===== config.mk =====
export PLATFORM = sky130hd
export DESIGN_NAME = dma_cfg_axil_master
export DESIGN_NICKNAME = d
export VERILOG_FILES = /design/src/rtl/dma_cfg_pkg.sv /design/src/rtl/dma_cfg_wdog.sv /design/src/rtl/dma_cfg_axil_master.sv
export SDC_FILE = /design/constraint.sdc
export NUM_CORES = 1
export LEC_CHECK = 0
export CORE_MARGIN = 1.5
export CORE_UTILIZATION = 41
export DETAILED_ROUTE_END_ITERATION = 10
export HOLD_SLACK_MARGIN = 0.15
export PLACE_DENSITY = 0.86
export SLEW_MARGIN = 20
export SYNTH_ARGS = -nofsm -noshare
export SYNTH_HDL_FRONTEND = slang
export SYNTH_SLANG_ARGS = --single-unit

===== constraint.sdc =====
create_clock -name clk -period 2.9 [get_ports clk]
set_input_delay 0.58 -clock clk [delete_from_list [all_inputs] [get_ports clk]]
set_output_delay 0.58 -clock clk [all_outputs]
set_load 0.01 [all_outputs]

===== src/rtl/dma_cfg_pkg.sv =====
// Shared types and constants for the DMA configuration-port AXI4-Lite master.
// Holds the FSM state encoding, AXI response codes and DMA register offsets.
package dma_cfg_pkg;

  typedef enum logic [2:0] {
    IDLE,
    WR,
    WR_RESP,
    RD_ADDR,
    RD_DATA,
    RSP,
    HUNG
  } dma_cfg_state_e;

  localparam logic [1:0] RESP_OKAY   = 2'b00;
  localparam logic [1:0] RESP_SLVERR = 2'b10;
  localparam logic [1:0] RESP_DECERR = 2'b11;

  localparam logic [7:0] REG_CTRL   = 8'h04;
  localparam logic [7:0] REG_STATUS = 8'h08;
  localparam logic [7:0] REG_SRC    = 8'h0C;
  localparam logic [7:0] REG_DST    = 8'h10;
  localparam logic [7:0] REG_LEN    = 8'h14;

endpackage


===== src/rtl/dma_cfg_wdog.sv =====
// Transaction watchdog: 16-bit cycle counter with clear/enable; expired holds once LIMIT is reached.
// Only built into the master when DMA_CFG_TIMEOUT_EN is defined.
module dma_cfg_wdog #(
  parameter int LIMIT = 1024
) (
  input  logic clk,
  input  logic rst_n,
  input  logic clr_i,
  input  logic en_i,
  output logic expired_o
);

  logic [15:0] count_q;

  assign expired_o = (count_q == 16'(LIMIT));

  // Saturate at the limit so a stuck transaction never wraps back to "not expired".
  always_ff @(posedge clk) begin
    if (!rst_n) begin
      count_q <= '0;
    end else if (clr_i) begin
      count_q <= '0;
    end else if (en_i && !expired_o) begin
      count_q <= count_q + 16'd1;
    end
  end

endmodule


===== src/rtl/dma_cfg_axil_master.sv =====
// Single-outstanding AXI4-Lite master for the DMA register block; command in, response out.
// Optional watchdog (macro DMA_CFG_TIMEOUT_EN) parks the FSM in HUNG with a DECERR/timeout response.
module dma_cfg_axil_master
  import dma_cfg_pkg::*;
#(
  parameter int ADDR_W         = 32,
  parameter int TIMEOUT_CYCLES = 1024
) (
  input  logic              clk,
  input  logic              rst_n,
  input  logic              cmd_valid,
  output logic              cmd_ready,
  input  logic              cmd_write,
  input  logic [ADDR_W-1:0] cmd_addr,
  input  logic [31:0]       cmd_wdata,
  input  logic [3:0]        cmd_wstrb,
  output logic              rsp_valid,
  input  logic              rsp_ready,
  output logic              rsp_write,
  output logic [31:0]       rsp_rdata,
  output logic [1:0]        rsp_resp,
  output logic              rsp_timeout,
  output logic              busy,
  output logic [ADDR_W-1:0] cfg_m_axi_awaddr,
  output logic              cfg_m_axi_awvalid,
  input  logic              cfg_m_axi_awready,
  output logic [31:0]       cfg_m_axi_wdata,
  output logic [3:0]        cfg_m_axi_wstrb,
  output logic              cfg_m_axi_wvalid,
  input  logic              cfg_m_axi_wready,
  input  logic [1:0]        cfg_m_axi_bresp,
  input  logic              cfg_m_axi_bvalid,
  output logic              cfg_m_axi_bready,
  output logic [ADDR_W-1:0] cfg_m_axi_araddr,
  output logic              cfg_m_axi_arvalid,
  input  logic              cfg_m_axi_arready,
  input  logic [31:0]       cfg_m_axi_rdata,
  input  logic [1:0]        cfg_m_axi_rresp,
  input  logic              cfg_m_axi_rvalid,
  output logic              cfg_m_axi_rready
);

  dma_cfg_state_e    state_q;
  logic [ADDR_W-1:0] addr_q;
  logic [31:0]       wdata_q;
  logic [3:0]        wstrb_q;
  logic              write_q;
  logic              awvalid_q, wvalid_q, bready_q, arvalid_q, rready_q;
  logic              rsp_valid_q, rsp_write_q, rsp_timeout_q;
  logic [31:0]       rsp_rdata_q;
  logic [1:0]        rsp_resp_q;
  logic              aw_fin, w_fin;
  logic              wdog_expired;

`ifdef DMA_CFG_TIMEOUT_EN
  logic wdog_clr, wdog_en;

  assign wdog_clr = (state_q == IDLE) && cmd_valid;
  assign wdog_en  = (state_q == WR) || (state_q == WR_RESP) ||
                    (state_q == RD_ADDR) || (state_q == RD_DATA);

  dma_cfg_wdog #(.LIMIT(TIMEOUT_CYCLES)) u_wdog (
    .clk       (clk),
    .rst_n     (rst_n),
    .clr_i     (wdog_clr),
    .en_i      (wdog_en),
    .expired_o (wdog_expired)
  );
`else
  logic unused_timeout_cfg;
  assign unused_timeout_cfg = (TIMEOUT_CYCLES != 0);
  assign wdog_expired       = 1'b0;
`endif

  assign cmd_ready = (state_q == IDLE);
  assign busy      = (state_q != IDLE);

  // A channel counts as finished if it already handshook earlier or does so this cycle.
  assign aw_fin = !awvalid_q || cfg_m_axi_awready;
  assign w_fin  = !wvalid_q  || cfg_m_axi_wready;

  assign cfg_m_axi_awaddr  = addr_q;
  assign cfg_m_axi_araddr  = addr_q;
  assign cfg_m_axi_wdata   = wdata_q;
  assign cfg_m_axi_wstrb   = wstrb_q;
  assign cfg_m_axi_awvalid = awvalid_q;
  assign cfg_m_axi_wvalid  = wvalid_q;
  assign cfg_m_axi_bready  = bready_q;
  assign cfg_m_axi_arvalid = arvalid_q;
  assign cfg_m_axi_rready  = rready_q;

  assign rsp_valid   = rsp_valid_q;
  assign rsp_write   = rsp_write_q;
  assign rsp_rdata   = rsp_rdata_q;
  assign rsp_resp    = rsp_resp_q;
  assign rsp_timeout = rsp_timeout_q;

  always_ff @(posedge clk) begin
    if (!rst_n) begin
      state_q       <= IDLE;
      addr_q        <= '0;
      wdata_q       <= '0;
      wstrb_q       <= '0;
      write_q       <= 1'b0;
      awvalid_q     <= 1'b0;
      wvalid_q      <= 1'b0;
      bready_q      <= 1'b0;
      arvalid_q     <= 1'b0;
      rready_q      <= 1'b0;
      rsp_valid_q   <= 1'b0;
      rsp_write_q   <= 1'b0;
      rsp_rdata_q   <= '0;
      rsp_resp_q    <= '0;
      rsp_timeout_q <= 1'b0;
    end else if (wdog_expired && (state_q != HUNG)) begin
      // Outstanding valids are deliberately left asserted so the AXI side stays legal.
      state_q       <= HUNG;
      rsp_valid_q   <= 1'b1;
      rsp_write_q   <= write_q;
      rsp_rdata_q   <= '0;
      rsp_resp_q    <= RESP_DECERR;
      rsp_timeout_q <= 1'b1;
    end else begin
      case (state_q)
        IDLE: begin
          if (cmd_valid) begin
            addr_q  <= cmd_addr;
            wdata_q <= cmd_wdata;
            wstrb_q <= cmd_wstrb;
            write_q <= cmd_write;
            if (cmd_write) begin
              awvalid_q <= 1'b1;
              wvalid_q  <= 1'b1;
              state_q   <= WR;
            end else begin
              arvalid_q <= 1'b1;
              state_q   <= RD_ADDR;
            end
          end
        end
        WR: begin
          if (cfg_m_axi_awready) awvalid_q <= 1'b0;
          if (cfg_m_axi_wready)  wvalid_q  <= 1'b0;
          if (aw_fin && w_fin) begin
            bready_q <= 1'b1;
            state_q  <= WR_RESP;
          end
        end
        WR_RESP: begin
          if (cfg_m_axi_bvalid) begin
            bready_q    <= 1'b0;
            rsp_valid_q <= 1'b1;
            rsp_write_q <= 1'b1;
            rsp_rdata_q <= '0;
            rsp_resp_q  <= cfg_m_axi_bresp;
            state_q     <= RSP;
          end
        end
        RD_ADDR: begin
          if (cfg_m_axi_arready) begin
            arvalid_q <= 1'b0;
            rready_q  <= 1'b1;
            state_q   <= RD_DATA;
          end
        end
        RD_DATA: begin
          if (cfg_m_axi_rvalid) begin
            rready_q    <= 1'b0;
            rsp_valid_q <= 1'b1;
            rsp_write_q <= 1'b0;
            rsp_rdata_q <= cfg_m_axi_rdata;
            rsp_resp_q  <= cfg_m_axi_rresp;
            state_q     <= RSP;
          end
        end
        RSP: begin
          if (rsp_ready) begin
            rsp_valid_q <= 1'b0;
            state_q     <= IDLE;
          end
        end
        HUNG: begin
          state_q <= HUNG;
        end
        default: begin
          state_q <= IDLE;
        end
      endcase
    end
  end

endmodule


**Yosys cells after proc, flatten, opt, wreduce, memory -nomap -nowiden**

Index checks and enable logic that the tools add are counted.

- Register bits: 112
- Bits in writable memories: 0
- Output and inout bits: 144
- Latch bits: 0
- Memories: 0
- Memory bits (read-only): 0

- Bitwise gates (word level): 0
- Muxes and demuxes: 35
- Magnitude comparators: 0
- $add $sub $neg: 0
- Div/mod/pow operators: 0
- Shift operators: 0
- Multiply operators: 0
- Eq/ne operators: 16
- Reductions and logical operators: 22

Operators by type and width:

| operator | count |
|---|---|
| $mux 32 | 2 |
| $pmux 32 s2 | 1 |
| $pmux 3 s7 | 1 |
| $mux 3 | 6 |
| $ne 2x2->1 const B | 9 |
| $reduce_and 4->1 | 4 |
| $mux 1 | 14 |
| $pmux 1 s2 | 6 |
| $reduce_bool 2->1 | 5 |
| $eq 3x3->1 const B | 3 |
| $reduce_and 3->1 | 3 |
| $eq 3x2->1 const B | 2 |
| $mux 2 | 3 |
| $reduce_and 6->1 | 1 |
| $reduce_bool 3->1 | 2 |
| $pmux 2 s2 | 1 |
| $eq 3x1->1 const B | 1 |
| $logic_not 3->1 | 1 |
| $pmux 1 s3 | 1 |
| $logic_not 1->1 | 2 |
| $logic_or 1x1->1 | 2 |
| $ne 2x1->1 const B | 1 |
| $reduce_and 2->1 | 1 |
| $logic_and 1x1->1 | 1 |

**Longest topological paths before layout**

Gate-level depths: netlist (run 1).

- Word-level depth: 5
- Mapped depth: 7

**Least setup slack after synthesis (run 1)**

Ideal clock, no wire load.

- Kind: reg2out
- Start point: reg state_q[0]
- End point: out cmd_ready
- Buffers on the path: 2
- Data required time: 2,320 ps
- Arrival time: 1,180 ps
- Stages on the path, launching flop included: 5
- Setup slack: 1,140 ps
- Cells stage by stage: dfxtp_1 > buf_2 > clkbuf_1 > or3_1 > inv_1

- Longest elaborated chain between the ends: 1

RTL lines:

| what | line | RTL |
|---|---|---|
| from (decl) | dma_cfg_axil_master.sv:43 | `dma_cfg_state_e state_q;` |
| from (signal assigned) | dma_cfg_axil_master.sv:100 | `state_q <= IDLE;` |
| from (signal assigned) | dma_cfg_axil_master.sv:117 | `state_q <= HUNG;` |
| from (signal assigned) | dma_cfg_axil_master.sv:134 | `state_q <= WR;` |
| $logic_not 3->1 | dma_cfg_axil_master.sv:75 | `assign cmd_ready = (state_q == IDLE);` |
| to (decl) | dma_cfg_axil_master.sv:12 | `output logic cmd_ready,` |

No other way between the ends.

**Worst setup path in the final report (run 1)**

Ends and elaborated chain as after synthesis.

==> results of run 1 <==
[registers in the layout, summed over array words and instances (netlist names)]
| name | cells |
|---|---|
| cfg_m_axi_bready | 1 |
| cfg_m_axi_awvalid | 1 |
| rsp_write | 1 |
| cfg_m_axi_wstrb | 4 |
| cfg_m_axi_arvalid | 1 |
| state_q | 3 |
| cfg_m_axi_wdata | 32 |
| cfg_m_axi_araddr | 32 |
| rsp_rdata | 32 |
| cfg_m_axi_rready | 1 |
| cfg_m_axi_wvalid | 1 |
| rsp_resp | 2 |
| rsp_valid | 1 |
[synthesized netlist by cell type, drive strengths merged, types with 2 or more instances]
library cell,instances
nand2,172
dfxtp,112
a21oi,106
buf,56
nand3,32
clkbuf,22
nor2,4
inv,3
mux2i,3
nand2b,3
nor2b,3
nor4b,3
a32oi,2
nand4bb,2
nor3,2
nor4bb,2
o21ai,2
o2bb2ai,2
o31ai,2
or3,2
or3b,2
[power breakdown]
| part | switching [W] | leakage [nW] | total [W] | internal (W) |
|---|---|---|---|---|
| clock network | 0.000495 | 0.0949 | 0.000923 | 0.000428 |
| logic | 0.000856 | 1.49 | 0.00176 | 0.000907 |
| registers | 0.000146 | 0.914 | 0.00191 | 0.00177 |
[worst max-delay path, stage by stage (launching register included)]
cell	delay, ns
sky130_fd_sc_hd__dfxtp_1	0.40
sky130_fd_sc_hd__or3_1	0.47
sky130_fd_sc_hd__inv_1	0.08
sky130_fd_sc_hd__clkdlybuf4s50_1	0.52
[path summary, 6_finish.rpt]
path / from / to / depth (start not counted)
setup reg to reg: state_q[0] / cfg_m_axi_wdata[25] / 5
hold reg to reg: cfg_m_axi_wdata[13] / cfg_m_axi_wdata[13] / 2
hold / removal: cfg_m_axi_wdata[13] / cfg_m_axi_wdata[13] / 2
setup / recovery: state_q[0] / cmd_ready / 3
[kinds of logic (layout without fill, tap and decap cells)]
| kind of cell | after synthesis | after routing | synth area share (%) |
|---|---|---|---|
| simple gates | 233 | 233 | 23.10 |
| flops | 112 | 112 | 50.54 |
| mux | 3 | 3 | 0.6768 |
| other cells | 1 | 1 | 0.08452 |
| buf+inv | 82 | 288 | 11.05 |
| compound gates | 120 | 120 | 14.55 |
[stage by stage]
stage | hold slack, ns | util (%) | instances | worst slack (ns) | total power [W]
after floorplan | 0.4805 | - | 551 | 1.140 | 0.002893
after global placement | 0.4405 | 65.39 | 877 | 0.4277 | 0.003648
after detailed placement | 0.4488 | 65.39 | 877 | 0.3834 | 0.003716
after CTS | 0.4622 | 67.23 | 893 | 0.4852 | 0.004635
after global routing | 0.4838 | 67.23 | 893 | 0.4225 | 0.004860
final | 0.4594 | 67.23 | 893 | 0.4771 | 0.004600
[layout make-up]
cell class | instances | area [µm²] | share of cell area, %
clock buffers | 14 | 152.6 | 2.180
clock inverters | 2 | 38.79 | 0.5539
inverters | 4 | 15.01 | 0.2144
multi-input cells | 357 | 1719 | 24.55
flip-flops and latches | 112 | 2242 | 32.02
well taps | 136 | 170.2 | 2.430
repair buffers | 268 | 2665 | 38.06
[metal layers]
metal | up-vias | part of all wire, %
met5 | - | 0
met4 | 0 | 2.5
met3 | 25 | 8.9
met2 | 197 | 51
met1 | 2083 | 38
li1 | 2186 | -
==> reports/metrics.yaml, run 1 <==
grt.met1_usage_pct: 25.08
global_route_track_usage_on_met2_pct: 39.76
numClockSinks: 112
most_frequent_cells_in_the_layout: "sky130_fd_sc_hd__clkdlybuf4s50_1, sky130_fd_sc_hd__nand2_1, sky130_fd_sc_hd__dfxtp_1"
clock_latency_ns: 0.36
final_hold_viol_count: 0
clock_tree.root_cell: "sky130_fd_sc_hd__clkbuf_8"
cp.required_ns: 2.32
hold_path.class: "reg -> reg"
synth_enable_flop_cells: 0
fin_skew_ns: 0.007406
num_rows: 37
gp_congestion: 0.7921
port-buffer-count: 256
status: "complete, no violations"
period_needed_ns: 2.423
grt_overflow_total: 0
report.final.slew_viol_count: 0
ctsHtreeMaxLevel: 3
grt.met3_usage_pct: 6.687
nets: 866
cts_buffer_depth: 2
internal_reg_to_reg_setup_slack_ns: 0.83
synth_cells: 551
cell_type_contributing_the_most_total_cell_area_after_synthesis: "sky130_fd_sc_hd__dfxtp_1"
grt_setup_unrepaired: "false"
start_util_pct: 42.59
synth.distinct_cells: 40
worst-slew-pin-transition_ns: 0.6238
power.static_leakage_nw: 2.504
io_pins: 258
synth_seq_area_share_pct: 50.54
post_synthesis_net_count: 665
maximum_number_of_pins_on_one_net_before_global_route_repair: 62
synth_largest_type_area_fraction_pct: 50.54
power.density_nw_per_um2: 656.9
post-dp-hpwl_um: 9921
clk_transition_reported_paths_ns: 0.10
final_layout_size_suffix_gt1_share_pct: 4.095
grt_antenna_before_repair: 0
worst-setup-path-type: "reg -> out"
min_period_over_period_pct: 83.55
grt_pass1_vias: 4230
finalSetupViolCount: 0
count_of_antenna_violating_nets_left_after_detailed_routing: 0
floorplan.die.height_um: 107.0
netlist_top_cells_area: "sky130_fd_sc_hd__dfxtp_1, sky130_fd_sc_hd__nand2_1, sky130_fd_sc_hd__a21oi_1"
cts_made_buffers: 9
synth.cell_area_um2: 4437
endpoint_kind: "output pin"
vias: 4491
asyncSetResetFlopFracSynth_pct: 0
synth.yosys.warnings: 0
insertedDiodeCount: 0
yosys_register_bits: 112
drc: 0
cts_tree: "built"
wirelength_um: 13250
layout_cell_area_excl_fill_um2: 7003
design.die.area_um2: 11450
drt_first_pass_iters: 4
total_of_max_cap_violations: 0
cts-hold-fix-buffers: 0
wl_per_cell_um: 14.84
synthesis.area_per_instance_um2: 8.052
busiest_layer: "met2"
die_width_um: 107.0
grt_first_pass_wirelength_um: 20570
slew-limit-headroom_pct: 58.41
placement.cell_area_um2: 6812
post-cts-setup-buffer-count: 0
power.ir.vdd_worst_mv: 0.3121
detail_route.iter0.violations: 221
cp_max_fo: 10
final.fill_count: 849
fmax_mhz: 412.7
final.setup.tns_ns: 0
leading_cell_type_in_the_layout_fill_and_taps_excluded: "sky130_fd_sc_hd__clkdlybuf4s50_1"
gr-usage-all-layers_pct: 22.48
critPathArrivalTime_ns: 1.84
core_um2: 10420
cts.repair.resized: 0
routed_via_density: 5.029
dominantRegCellSynth: "sky130_fd_sc_hd__dfxtp_1"
layout-area-overhead-vs-synth_pct: 57.84
startpoint_type: "register"
Power figures use the tool's default switching activity.
==> run 2: changes to the inputs <==
Settings changed: CORE_UTILIZATION 41 to 38, PLACE_DENSITY 0.86 to 0.81.
Clock period 2.9 ns to 2.4 ns, I/O delays scaled along.
==> reports/metrics.yaml, run 2 (synthesis gave the netlist of run 1 again) <==
cts_made_buffers: 9
fmax_mhz: 456.9
leading_cell_type_in_the_layout_fill_and_taps_excluded: "sky130_fd_sc_hd__clkdlybuf4s50_1"
min_period_over_period_pct: 91.20
maximum_number_of_pins_on_one_net_before_global_route_repair: 55
detail_route.iter0.violations: 216
critPathArrivalTime_ns: 1.71
final_layout_size_suffix_gt1_share_pct: 4.987
grt_setup_unrepaired: "false"
report.final.slew_viol_count: 0
numClockSinks: 112
power.ir.vdd_worst_mv: 0.4576
holdPathStages: 2
power.static_leakage_nw: 2.587
floorplan.die.height_um: 111.1
wl_per_cell_um: 14.91
ctsHtreeMaxLevel: 3
wirelength_um: 13500
grt_antenna_before_repair: 0
sequential_area_um2: 2242
endpoint_kind: "output pin"
critical_path_cell_count: 3
worst_path_largest_cell_delay_ns: 0.53
nets: 871
io_pins: 258
timing.critical_path.buf_inv: 2
busiest_layer: "met2"
final_hold_viol_count: 0
multiInputGateArea_um2: 1719
post-cts-setup-buffer-count: 0
period_needed_ns: 2.189
start_util_pct: 38.86
fin_skew_ns: 0.008674
gr-usage-all-layers_pct: 21.10
worstRegToRegCells: 5
cpMaxStageDelayCell: "sky130_fd_sc_hd__clkdlybuf4s50_1"
port-buffer-count: 256
grt_pass1_vias: 4427
total_of_max_cap_violations: 0
most_frequent_cells_in_the_layout: "sky130_fd_sc_hd__clkdlybuf4s50_1, sky130_fd_sc_hd__nand2_1, sky130_fd_sc_hd__dfxtp_1"
layout-area-overhead-vs-synth_pct: 62.21
post-dp-hpwl_um: 10100
critical_path.top_delay_family: "buffers and inverters"
startpoint_type: "register"
status: "complete, no violations"
worst-slew-pin-transition_ns: 0.4909
design.die.area_um2: 12330
clock_latency_ns: 0.34
die_width_um: 111.1
cts-hold-fix-buffers: 0
num_rows: 39
cts_buffer_depth: 2
grt_first_pass_wirelength_um: 21500
count_of_antenna_violating_nets_left_after_detailed_routing: 0
timing.critical_path.cells: "or3_1 > inv_1 > clkdlybuf4s50_1"
hold_path.class: "reg -> reg"
placement.cell_area_um2: 6859
routed_via_density: 4.967
vias: 4495
cp.required_ns: 1.92
power.density_nw_per_um2: 852.7
timing.final.ws_setup_ns: 0.2113
detailedPlace.worstSlack_ns: 0.2050
cts_tree: "built"
slew-limit-headroom_pct: 66.83
clk_transition_reported_paths_ns: 0.07
drc: 0
grt.met1_usage_pct: 24.56
grt_overflow_total: 0
final.setup.tns_ns: 0
global_route_track_usage_on_met2_pct: 35.80
insertedDiodeCount: 0
final.fill_count: 959
clock_tree.root_cell: "sky130_fd_sc_hd__clkbuf_16"
grt.met3_usage_pct: 6.889
worst-setup-path-type: "reg -> out"
cts.repair.resized: 0
core_um2: 11420
layout_cell_area_excl_fill_um2: 7197
finalSetupViolCount: 0
final.hold.worst_slack_ns: 0.4567
cp_max_fo: 2
drt_first_pass_iters: 4
gp_congestion: 0.9176
-- run 2: final timing paths --
path | slack (ns) | end | start
min reg2reg | 0.46 | cfg_m_axi_wdata[12] | cfg_m_axi_wdata[12]
min | 0.46 | cfg_m_axi_wdata[12] | cfg_m_axi_wdata[12]
max reg2reg | 0.56 | cfg_m_axi_araddr[29] | state_q[0]
max | 0.21 | cmd_ready | state_q[0]
-- run 2: area by class of cell --
class	instances	share of cell area [%]
repair buffers	273	37.55
flip-flops and latches	112	31.15
multi-input cells	357	23.89
clock buffers	11	3.234
well taps	143	2.486
clock inverters	5	1.460
inverters	4	0.2260
-- run 2: power breakdown --
| group | switching (W) | total [W] | internal (W) |
|---|---|---|---|
| registers | 0.000177 | 0.00231 | 0.00214 |
| clock network | 0.000652 | 0.00167 | 0.00102 |
| logic | 0.00104 | 0.00215 | 0.00111 |
-- run 2: stage by stage --
| stage | instances | util, % | power [W] |
|---|---|---|---|
| after global routing | 905 | 63.03 | 0.006465 |
| after global placement | 889 | 60.07 | 0.004455 |
| after floorplan | 551 | - | 0.003496 |
| after CTS | 905 | 63.03 | 0.006193 |
| after detailed placement | 889 | 60.07 | 0.004518 |
| final | 905 | 63.03 | 0.006137 |
-- run 2: worst min-delay path: cells and delay by family, from the launching register on --
family	cells	cell delay [ns]
flops	1	0.31
simple gates	1	0.05
compound gates	1	0.05
-- run 2: routing by layer --
layer  part of all wire [%]  up-vias
met3                    9.1       34
met4                    3.1        0
met2                     48      204
li1                       -     2199
met1                     40     2058
met5                      0        -
